[src/rtl/lsu_bridge.sv]
// Load/store bridge between the core data port and a req/gnt/rvalid memory bus.
// Builds byte enables and replicated store lanes, formats load data, stalls the core.
//
// state | meaning
// IDLE  | waiting for a core access; captures it when read or write is seen
// REQ   | bus_req asserted with registered fields held until gnt
// WAIT  | granted; waiting for rvalid (read data or write ack)
// DONE  | one cycle with stall low; core_rdata / misalign valid
module lsu_bridge #(
   parameter int ADDR_W = 32,
   parameter int DATA_W = 32
) (
   input  logic              clk,
   input  logic              reset,
   input  logic              i_core_mem_read,
   input  logic              i_core_mem_write,
   input  logic [2:0]        i_core_funct3,
   input  logic [ADDR_W-1:0] i_core_addr,
   input  logic [DATA_W-1:0] i_core_wdata,
   output logic [DATA_W-1:0] o_core_rdata,
   output logic              o_core_stall,
   output logic              o_misalign,
   output logic              o_bus_req,
   output logic              o_bus_we,
   output logic [ADDR_W-1:0] o_bus_addr,
   output logic [3:0]        o_bus_be,
   output logic [DATA_W-1:0] o_bus_wdata,
   input  logic              i_bus_gnt,
   input  logic              i_bus_rvalid,
   input  logic [DATA_W-1:0] i_bus_rdata
);

   typedef enum logic [1:0] {
      S_IDLE = 2'd0,
      S_REQ  = 2'd1,
      S_WAIT = 2'd2,
      S_DONE = 2'd3
   } state_t;

   state_t              r_state;
   state_t              w_next;
   logic [1:0]          r_offset;
   logic [2:0]          r_funct3;
   logic                r_err;
   logic                r_bus_req;
   logic                r_bus_we;
   logic [ADDR_W-1:0]   r_bus_addr;
   logic [3:0]          r_bus_be;
   logic [DATA_W-1:0]   r_bus_wdata;
   logic [DATA_W-1:0]   r_rdata;

   logic                w_access;
   logic                w_is_byte;
   logic                w_is_half;
   logic                w_misaligned;
   logic [3:0]          w_be;
   logic [DATA_W-1:0]   w_wdata;
   logic [DATA_W-1:0]   w_shifted;
   logic [DATA_W-1:0]   w_load_data;

   assign w_access  = i_core_mem_read | i_core_mem_write;
   assign w_is_byte = (i_core_funct3[1:0] == 2'b00);
   assign w_is_half = (i_core_funct3[1:0] == 2'b01);
   // Any size encoding other than byte/half (including 011/11x) is a word
   assign w_misaligned = (w_is_half & i_core_addr[0]) |
                         (~w_is_byte & ~w_is_half & (i_core_addr[1:0] != 2'b00));

   always_comb begin
      w_be    = 4'b1111;
      w_wdata = i_core_wdata;
      if (w_is_byte) begin
         w_be    = 4'b0001 << i_core_addr[1:0];
         w_wdata = {4{i_core_wdata[7:0]}};
      end else if (w_is_half) begin
         w_be    = 4'b0011 << {i_core_addr[1], 1'b0};
         w_wdata = {2{i_core_wdata[15:0]}};
      end
   end

   always_comb begin
      w_shifted   = i_bus_rdata >> {r_offset, 3'b000};
      w_load_data = w_shifted;
      case (r_funct3)
         3'b000:  w_load_data = {{24{w_shifted[7]}}, w_shifted[7:0]};
         3'b100:  w_load_data = {24'd0, w_shifted[7:0]};
         3'b001:  w_load_data = {{16{w_shifted[15]}}, w_shifted[15:0]};
         3'b101:  w_load_data = {16'd0, w_shifted[15:0]};
         default: w_load_data = w_shifted;
      endcase
   end

   always_comb begin
      w_next = r_state;
      case (r_state)
         S_IDLE:  if (w_access) w_next = w_misaligned ? S_DONE : S_REQ;
         S_REQ:   if (i_bus_gnt) w_next = S_WAIT;
         S_WAIT:  if (i_bus_rvalid) w_next = S_DONE;
         S_DONE:  w_next = S_IDLE;
         default: w_next = S_IDLE;
      endcase
   end

   always_ff @(posedge clk or posedge reset) begin
      if (reset) begin
         r_state     <= S_IDLE;
         r_offset    <= 2'd0;
         r_funct3    <= 3'd0;
         r_err       <= 1'b0;
         r_bus_req   <= 1'b0;
         r_bus_we    <= 1'b0;
         r_bus_addr  <= '0;
         r_bus_be    <= 4'd0;
         r_bus_wdata <= '0;
         r_rdata     <= '0;
      end else begin
         r_state <= w_next;
         case (r_state)
            S_IDLE: begin
               if (w_access) begin
                  r_offset <= i_core_addr[1:0];
                  r_funct3 <= i_core_funct3;
                  r_err    <= w_misaligned;
                  r_rdata  <= '0;
                  r_bus_we <= i_core_mem_write;
                  if (!w_misaligned) begin
                     r_bus_req   <= 1'b1;
                     r_bus_addr  <= {i_core_addr[ADDR_W-1:2], 2'b00};
                     r_bus_be    <= w_be;
                     r_bus_wdata <= w_wdata;
                  end
               end
            end
            S_REQ: begin
               if (i_bus_gnt) r_bus_req <= 1'b0;
            end
            S_WAIT: begin
               // Stores only use rvalid as an ack; their result stays zero
               if (i_bus_rvalid && !r_bus_we) r_rdata <= w_load_data;
            end
            S_DONE: begin
               r_err <= 1'b0;
            end
            default: ;
         endcase
      end
   end

   assign o_core_stall = ~reset & w_access & (r_state != S_DONE);
   assign o_misalign   = (r_state == S_DONE) & r_err;
   assign o_core_rdata = r_rdata;
   assign o_bus_req    = r_bus_req;
   assign o_bus_we     = r_bus_we;
   assign o_bus_addr   = r_bus_addr;
   assign o_bus_be     = r_bus_be;
   assign o_bus_wdata  = r_bus_wdata;

endmodule

[config.mk]
export PLATFORM = sky130hd
export DESIGN_NAME = lsu_bridge
export DESIGN_NICKNAME = d
export VERILOG_FILES = /design/src/rtl/lsu_bridge.sv
export SDC_FILE = /design/constraint.sdc
export NUM_CORES = 1
export LEC_CHECK = 0
export CORE_MARGIN = 2
export CORE_UTILIZATION = 47
export DETAILED_ROUTE_END_ITERATION = 8
export PLACE_DENSITY = 0.84
export SLEW_MARGIN = 20
export SYNTH_ARGS = -nofsm -noshare
export SYNTH_HDL_FRONTEND = slang
export SYNTH_SLANG_ARGS = --single-unit
[constraint.sdc]
create_clock -name clk -period 6.37 [get_ports clk]
set_clock_uncertainty 0.15 [all_clocks]
set_input_delay 0.9555 -clock clk [delete_from_list [all_inputs] [get_ports clk]]
set_output_delay 0.9555 -clock clk [all_outputs]
set_load 0.01 [all_outputs]
* Word level (Yosys, flattened, before mapping)
Index checks and enable logic that the tools add are counted.
** Word-level totals
- Flip-flop bits (word level) :: 108
- Input port bits :: 105
- Output and inout bits :: 104
- Logic and storage cells :: 72
** Operators by class
- Equal/unequal tests :: 13
- Shift operators :: 3
- Multiplexer cells :: 19
- Bitwise operators :: 12
- Reduce and logical (&&, ||, !) cells :: 15
** Operator list (count)
- two-way mux 32 bit :: 4
- case mux 32 bit (4 select lines) :: 1
- case mux 32 bit (2 select lines) :: 1
- >> shifter 32 x 5 -> 32 bit :: 1
- inequality test 2 bit (second input constant) :: 6
- AND reduction 3 bit :: 3
- two-way mux 2 bit :: 4
- two-way mux 4 bit :: 2
- case mux 2 bit (4 select lines) :: 1
- nonzero test 2 bit :: 4
- AND 1 bit :: 6
- equality test 3 bit (second input constant) :: 2
- equality test 2 x 1 -> 1 bit (second input constant) :: 2
- equality test 2 bit (second input constant) :: 2
- zero test 2 bit :: 2
- two-way mux 1 bit :: 4
- NOT 1 bit :: 4
- case mux 1 bit (2 select lines) :: 2
- AND reduction 2 bit :: 2
- AND reduction 4 bit :: 1
- << shifter 1 x 2 -> 4 bit (first input constant) :: 1
- << shifter 2 x 2 -> 4 bit (first input constant) :: 1
- equality test 3 x 1 -> 1 bit (second input constant) :: 1
- zero test 3 bit :: 1
- 3 further kinds :: 4

* Depth between registers and ports, before layout
Gate-level depths: netlist of the first run.
- Word-level depth :: 8
- Mapped depth :: 9

* Least setup slack after synthesis of the first run
No wires, ideal clock.
- Path type :: input to register
- Start :: input port i_core_funct3[1]
- End :: register r_bus_addr[2] (netlist: o_bus_addr[2])
- Setup time :: 0.125 ns
- Data arrival time :: 2.106 ns
- Required time :: 6.095 ns
- Slack :: 3.989 ns
- Cell stages on the path :: 5
- Cells stage by stage :: clkbuf_1 a21oi_1 o21ai_1 clkbuf_1 mux2_2
** Between the ends
- Word-level cells in the longest chain between the ends :: 7
- Elaborated cells between the ends (all ways) :: 10
** Ends and longest elaborated chain
- start, declared :: RTL line 17 : input logic [2:0] i_core_funct3,
- equality test 2 x 1 -> 1 bit or zero test 2 bit (tied branches) :: RTL line 63, 62
- NOT 1 bit :: RTL line 66 : (~w_is_byte & ~w_is_half & (i_core_addr[1:0] != 2'b00));
- AND 1 bit (2 in a row) :: RTL line 66
- bitwise OR 1 bit (*) :: RTL line 65 : assign w_misaligned = (w_is_half & i_core_addr[0]) |
- NOT 1 bit (no source line) (*)
- AND reduction 3 bit (no source line) (*)
- end signal, assigned :: RTL line 127 : r_bus_addr <= {i_core_addr[ADDR_W-1:2], 2'b00};
- end, declared :: RTL line 47 : logic [ADDR_W-1:0] r_bus_addr;
Every way passes the cells marked *; elsewhere a longest branch is shown, timed or not.
A chain may end at the register's enable or synchronous reset.

* Worst setup path after layout of the first run
- Start :: input port i_core_funct3[0]
- End :: register r_bus_wdata[0] (netlist: o_bus_wdata[0])
** Between the ends
- Word-level cells in the longest chain between the ends :: 7
- Elaborated cells between the ends (all ways) :: 11
** Ends and longest elaborated chain
- equality test 2 x 1 -> 1 bit or zero test 2 bit (tied branches) :: RTL line 63, 62
- NOT 1 bit :: RTL line 66
- AND 1 bit (2 in a row) :: RTL line 66
- bitwise OR 1 bit :: RTL line 65
- NOT 1 bit (no source line)
- AND reduction 3 bit (no source line)
- end signal, assigned :: RTL line 129 : r_bus_wdata <= w_wdata;
- end, declared :: RTL line 49 : logic [DATA_W-1:0] r_bus_wdata;
Several ways; a longest one is shown, not always the timed one.

==> results of run 1 <==
[power groups by stage]
stage	clock network, µW	logic, µW	registers (µW)
2_1_floorplan	0	723	1310
3_3_place_gp	0	1610	1210
3_5_place_dp	0	1660	1230
4_1_cts	406	1670	1220
5_1_grt	432	1790	1260
6_report	396	1650	1220
[path summary, 6_finish.rpt]
check                                   end              from  cells past startpoint  slack, ns
min reg2reg                o_core_rdata[14]  o_core_rdata[14]                      2       0.34
max                          o_bus_wdata[0]  i_core_funct3[0]                      5       2.86
min                        o_core_rdata[14]  o_core_rdata[14]                      2       0.34
max in group asynchronous       r_offset[1]             reset                      3       3.99
max reg2reg                o_core_rdata[24]        r_state[0]                      6       3.63
min in group asynchronous   o_bus_wdata[31]             reset                      2       0.98
[worst reg2reg max path, cell delays in order, from the launching register on]
cell,delay [ns]
dfrtp_1,0.43
inv_1,0.10
ha_1,0.28
or3b_1,0.31
nand2_2,0.26
nor3_1,0.85
a221o_2,0.30
[routing by layer]
metal  GRT usage [%]  vias to the layer above
li1                -                     2021
met4            8.61                        0
met1            30.4                     2118
met5               0                        -
met3            6.69                       16
met2            41.8                      160
[metrics by stage]
stage	instance area, µm²	util [%]	cells	power, µW
floorplan	5140	-	464	2030
global placement	7280	67.7	783	2820
detailed placement	7280	67.7	783	2890
CTS	7460	69.4	799	3290
global route	7460	69.4	799	3480
finish	7460	69.4	799	3270
[flip-flops by register name, indices dropped and copies added (netlist names)]
signal        count
r_offset          2
o_core_rdata     32
o_bus_be          4
o_bus_we          1
r_err             1
r_funct3          3
o_bus_wdata      32
r_state           2
o_bus_addr       30
o_bus_req         1
[final cells by class]
type / count / area share, %
clock buffers: 15 / 2.37
clock inverters: 1 / 0.0671
well taps: 140 / 2.35
flip-flops and latches: 108 / 36.3
repair buffers: 212 / 28.3
inverters: 7 / 0.386
multi-input cells: 316 / 30.3
[cells in the final DEF (no fill, tap or decap), drive strengths merged, types with 2 or more instances in the layout]
| master | instances |
|---|---|
| clkdlybuf4s50 | 206 |
| nor3 | 3 |
| mux2 | 46 |
| inv | 7 |
| nand3b | 8 |
| and2 | 2 |
| nor2 | 20 |
| mux2i | 43 |
| a21oi | 25 |
| a21o | 2 |
| a221o | 17 |
| buf | 6 |
| nand2b | 2 |
| ha | 5 |
| dfrtp | 108 |
| o22ai | 2 |
| o21ai | 57 |
| conb | 2 |
| nand2 | 64 |
| clkbuf | 15 |
| o311ai | 2 |
[cells by family (layout without fill, tap and decap cells)]
family / count (synthesis) / in the layout / synth area share [%]
AO/OA/AOI/OAI: 113 / 113 / 14.1
flip-flops: 108 / 108 / 52.6
AND/OR/NAND/NOR: 105 / 105 / 9.18
multiplexers: 90 / 90 / 18.9
buffers and inverters: 40 / 235 / 3.75
adder cells (fa/ha/maj): 5 / 5 / 1.22
other: 1 / 2 / 0.0730
XOR/XNOR: 1 / 1 / 0.170
==> flow_summary.json, run 1 <==
{
  "routed_wl_mm": 14.3,
  "finalSetupTns_ns": 0,
  "n_fill_cell": 857,
  "wire_per_inst_um": 17.9,
  "syn_area_mm2": 0.00514,
  "crit_path_end_kind": "flop",
  "required_ns": 6.47,
  "hold_ws_ns": 0.343,
  "status": "finished clean",
  "nets": 764,
  "leakage_uw": 0.00320,
  "synth.distinct_cells": 43,
  "peakVddDrop_v": 0.000219,
  "routed-wl-met3_mm": 1.13,
  "drtIter0Drc": 261,
  "hold_buffers": 0,
  "finalHoldViolCount": 0,
  "crit_fanout": 33,
  "synth_top_area_cell": "dfrtp_1",
  "dr.max_layer_used": "met4",
  "crit_type": "in2reg",
  "postSynthCellCount": 463,
  "ys_ff_latch": 108,
  "start_kind": "input port",
  "synthTopCellsByArea": "dfrtp_1 (53%), mux2_2 (10%), mux2i_1 (8.4%)",
  "dr.pass1.iters": 4,
  "grt_antenna_before_repair": 0,
  "final_layout_size_suffix_gt1_share_pct": 12.9,
  "synth_flop_cell": "dfrtp_1",
  "worstPathArrival_ns": 3.61,
  "wl_met1_mm": 5.74,
  "drv_slew": 0,
  "tightestPinTransition_ns": 0.960,
  "synth_common_cells": "dfrtp_1 (108), nand2_1 (63), o21ai_0 (54)",
  "path_clk_slew_ns": 0.09,
  "fin_crit_ns": 3.51,
  "worst_path_max_delay_cell": "clkdlybuf4s50_1",
  "die_y_um": 109,
  "synth_top_area_share_pct": 52.6,
  "vias_per_cell": 5.40,
  "slew_headroom_pct": 35.5,
  "p_per_area_mw_per_mm2": 438,
  "hpwl_mm": 10.7,
  "yosysSeqAreaShare_pct": 52.6,
  "io_pins": 209,
  "synth_edf_count": 0,
  "grt_max_degree": 64,
  "rows": 38,
  "avgSynthCellArea_um2": 11.1,
  "synthMostInstantiatedCell": "dfrtp_1",
  "grt-ovfl-total": 0,
  "crit_chain": "clkdlybuf4s50_1 -> a21oi_1 -> o21ai_4 -> buf_4 -> mux2_2",
  "seqCellArea_mm2": 0.00270,
  "cts_buffers": 9,
  "cts_root_buf": "clkbuf_8",
  "multi_input_area_mm2": 0.00226,
  "cts.path.max_buffers": 2,
  "setup_viol": 0,
  "cts_resized": 0,
  "grt.total_usage_pct": 24.7,
  "io_buffers": 206,
  "vias": 4315,
  "setup_slack_ns": 2.86,
  "ant_nets": 0,
  "cts_setup_buffers": 0,
  "htreeDepth": 3,
  "switching_share_pct": 35.7,
  "worstPathBufferInverterCount": 2,
  "p_seq_share_pct": 37.4,
  "critPathTopFamily": "buffers and inverters",
  "drv_cap": 0,
  "clk_latency_ns": 0.35,
  "die_area_mm2": 0.0118,
  "cpPeakStageDelay_ns": 0.96,
  "fp.dieW_um": 109,
  "fin_crit_sh_pct": 55.0,
  "ys_warn_count": 0,
  "wl_met2_mm": 7.20,
  "async_flop_share_pct": 100,
  "cts_tree": "built",
  "power.internal_uw": 2100,
  "syn2layout_area_growth_pct": 45.1,
  "grt_pass1_vias": 4401,
  "pre_cts_slack_ns": 2.48,
  "drc": 0,
  "fmax_mhz": 285,
  "power.share.clock_pct": 12.1,
  "combPwrFrac_pct": 50.5,
  "globalplace.congestion": 0.811,
  "numClockSinks": 108,
  "rsz0062_at_grt": "no",
  "antenna-diode-count": 0,
  "initial_core_util_pct": 47.8,
  "grt_pass1_wl_mm": 22.4,
  "core_mm2": 0.0107,
  "hp-class": "reg2reg",
  "p_switching_uw": 1170
}
Power figures use the tool's default switching activity.
==> inputs of run 2 (changes only) <==
--- a/config.mk
+++ b/config.mk
@@ -6,9 +6,9 @@
 export NUM_CORES = 1
 export LEC_CHECK = 0
 export CORE_MARGIN = 2
-export CORE_UTILIZATION = 47
+export CORE_UTILIZATION = 44
 export DETAILED_ROUTE_END_ITERATION = 8
-export PLACE_DENSITY = 0.84
+export PLACE_DENSITY = 0.8
 export SLEW_MARGIN = 20
 export SYNTH_ARGS = -nofsm -noshare
 export SYNTH_HDL_FRONTEND = slang
==> constraint.sdc (replaced) <==
create_clock -name clk -period 3.4 [get_ports clk]
set_clock_uncertainty 0.15 [all_clocks]
set_input_delay 0.51 -clock clk [delete_from_list [all_inputs] [get_ports clk]]
set_output_delay 0.51 -clock clk [all_outputs]
set_load 0.01 [all_outputs]
==> flow_summary.json, run 2 (same netlist as run 1, synthesis figures left out) <==
{
  "status": "finished clean",
  "vias_per_cell": 5.36,
  "htreeDepth": 3,
  "grt_pass1_vias": 4376,
  "finalSetupTns_ns": 0,
  "final_layout_size_suffix_gt1_share_pct": 13.2,
  "layout_commonest_cell": "clkdlybuf4s50_1",
  "hpwl_mm": 10.5,
  "grt_pass1_wl_mm": 22.9,
  "p_per_area_mw_per_mm2": 835,
  "antenna-diode-count": 0,
  "fin_crit_sh_pct": 77.1,
  "vias": 4296,
  "hp-class": "reg2reg",
  "start_kind": "input port",
  "routed-wl-met3_mm": 1.17,
  "critPathTopFamily": "buffers and inverters",
  "grt_antenna_before_repair": 0,
  "final_cell_area_mm2": 0.00759,
  "cpPeakStageDelay_ns": 0.58,
  "fmax_mhz": 382,
  "core_mm2": 0.0114,
  "drv_slew": 0,
  "cts_buffers": 9,
  "mostFrequentLayoutCells": "clkdlybuf4s50_1 (206), dfrtp_1 (108), nand2_1 (63), o21ai_0 (54), mux2_2 (46)",
  "wire_per_inst_um": 17.7,
  "die_area_mm2": 0.0126,
  "tightestPinTransition_ns": 0.873,
  "wl_met2_mm": 6.98,
  "ant_nets": 0,
  "drtIter0Drc": 286,
  "drc": 0,
  "fin_crit_ns": 2.62,
  "crit_type": "in2out",
  "crit_path_end_kind": "output pin",
  "hold_buffers": 0,
  "nets": 766,
  "dr.pass1.iters": 5,
  "rsz0062_at_grt": "no",
  "drv_cap": 0,
  "cts_tree": "built",
  "worst_path_max_delay_cell": "clkdlybuf4s50_1",
  "finalHoldViolCount": 0,
  "cts_root_buf": "clkbuf_16",
  "die_y_um": 112,
  "dpl_cell_area_mm2": 0.00732,
  "power.total_uw": 6340,
  "worstPathBufferInverterCount": 2,
  "numClockSinks": 108,
  "wl_met1_mm": 5.71,
  "crit_chain": "clkdlybuf4s50_1 -> nor2_1 -> nor3_1 -> clkdlybuf4s50_1",
  "grt-ovfl-total": 0,
  "worstPathArrival_ns": 1.96,
  "fp.dieW_um": 112,
  "grt.total_usage_pct": 22.7,
  "required_ns": 2.74,
  "slew_headroom_pct": 41.8,
  "syn2layout_area_growth_pct": 47.7,
  "clk_latency_ns": 0.34,
  "leakage_uw": 0.00325,
  "crit_fanout": 6,
  "setup_viol": 0,
  "peakVddDrop_v": 0.000426,
  "cts.path.max_buffers": 2,
  "routed_wl_mm": 14.2,
  "cts_resized": 0,
  "rows": 39,
  "cts_setup_buffers": 0,
  "grt_max_degree": 88,
  "io_buffers": 206,
  "cpMostUsedCell": "clkdlybuf4s50_1",
  "path_clk_slew_ns": 0.07,
  "globalplace.congestion": 0.828,
  "io_pins": 209,
  "initial_core_util_pct": 45.0,
  "dr.max_layer_used": "met4"
}
run 2: per-stage QoR:
stage | hold WS (ns) | worst slack, ns | util, % | std cells
global placement | 0.312 | 0.741 | 64.1 | 788
finish | 0.328 | 0.780 | 66.4 | 802
detailed placement | 0.322 | 0.634 | 64.1 | 788
floorplan | 0.363 | 1.33 | - | 464
global route | 0.359 | 0.668 | 66.4 | 802
CTS | 0.336 | 0.738 | 66.4 | 802
run 2: final timing paths:
kind / start / end / slack (ns) / cells after the start
worst max-delay path: i_core_mem_write / o_core_stall / 0.78 / 4
worst min-delay path: o_bus_wdata[13] / o_bus_wdata[13] / 0.33 / 2
worst max register to register: r_state[0] / o_core_rdata[29] / 0.88 / 6
worst min register to register: o_bus_wdata[13] / o_bus_wdata[13] / 0.33 / 2
max in group asynchronous: reset / o_core_rdata[30] / 2.23 / 3
min in group asynchronous: reset / r_err / 0.51 / 3
run 2: report_power, final:
| group | internal (µW) | switching (µW) | leakage (µW) |
|---|---|---|---|
| combinational | 1750 | 1390 | 0.00177 |
| clock | 507 | 447 | 0.000122 |
| sequential | 1880 | 369 | 0.00135 |
| total | 4130 | 2210 | 0.00325 |
run 2: cell type report:
type	instances	area, µm²
Fill cell	887	3830
Sequential cell	108	2700
Multi-Input combinational cell	316	2260
Timing Repair Buffer	214	2150
Clock buffer	10	239
Tap cell	143	179
Inverter	7	30.0
Clock inverter	4	27.5
run 2: metal layers:
layer | vias to the layer above | global-route usage (%)
li1 | 2033 | -
met1 | 2057 | 28.4
met2 | 185 | 38.1
met3 | 21 | 6.53
met4 | 0 | 7.89
met5 | - | 0
run 2: worst reg2reg max path: cells and delay by family (launching register included):
kind	cells	cell delay (ns)
AOI/OAI and AO/OA	1	0.28
adders and majority gates	1	0.27
buffers and inverters	1	0.10
DFF	1	0.40
and+or+nand+nor	3	1.28
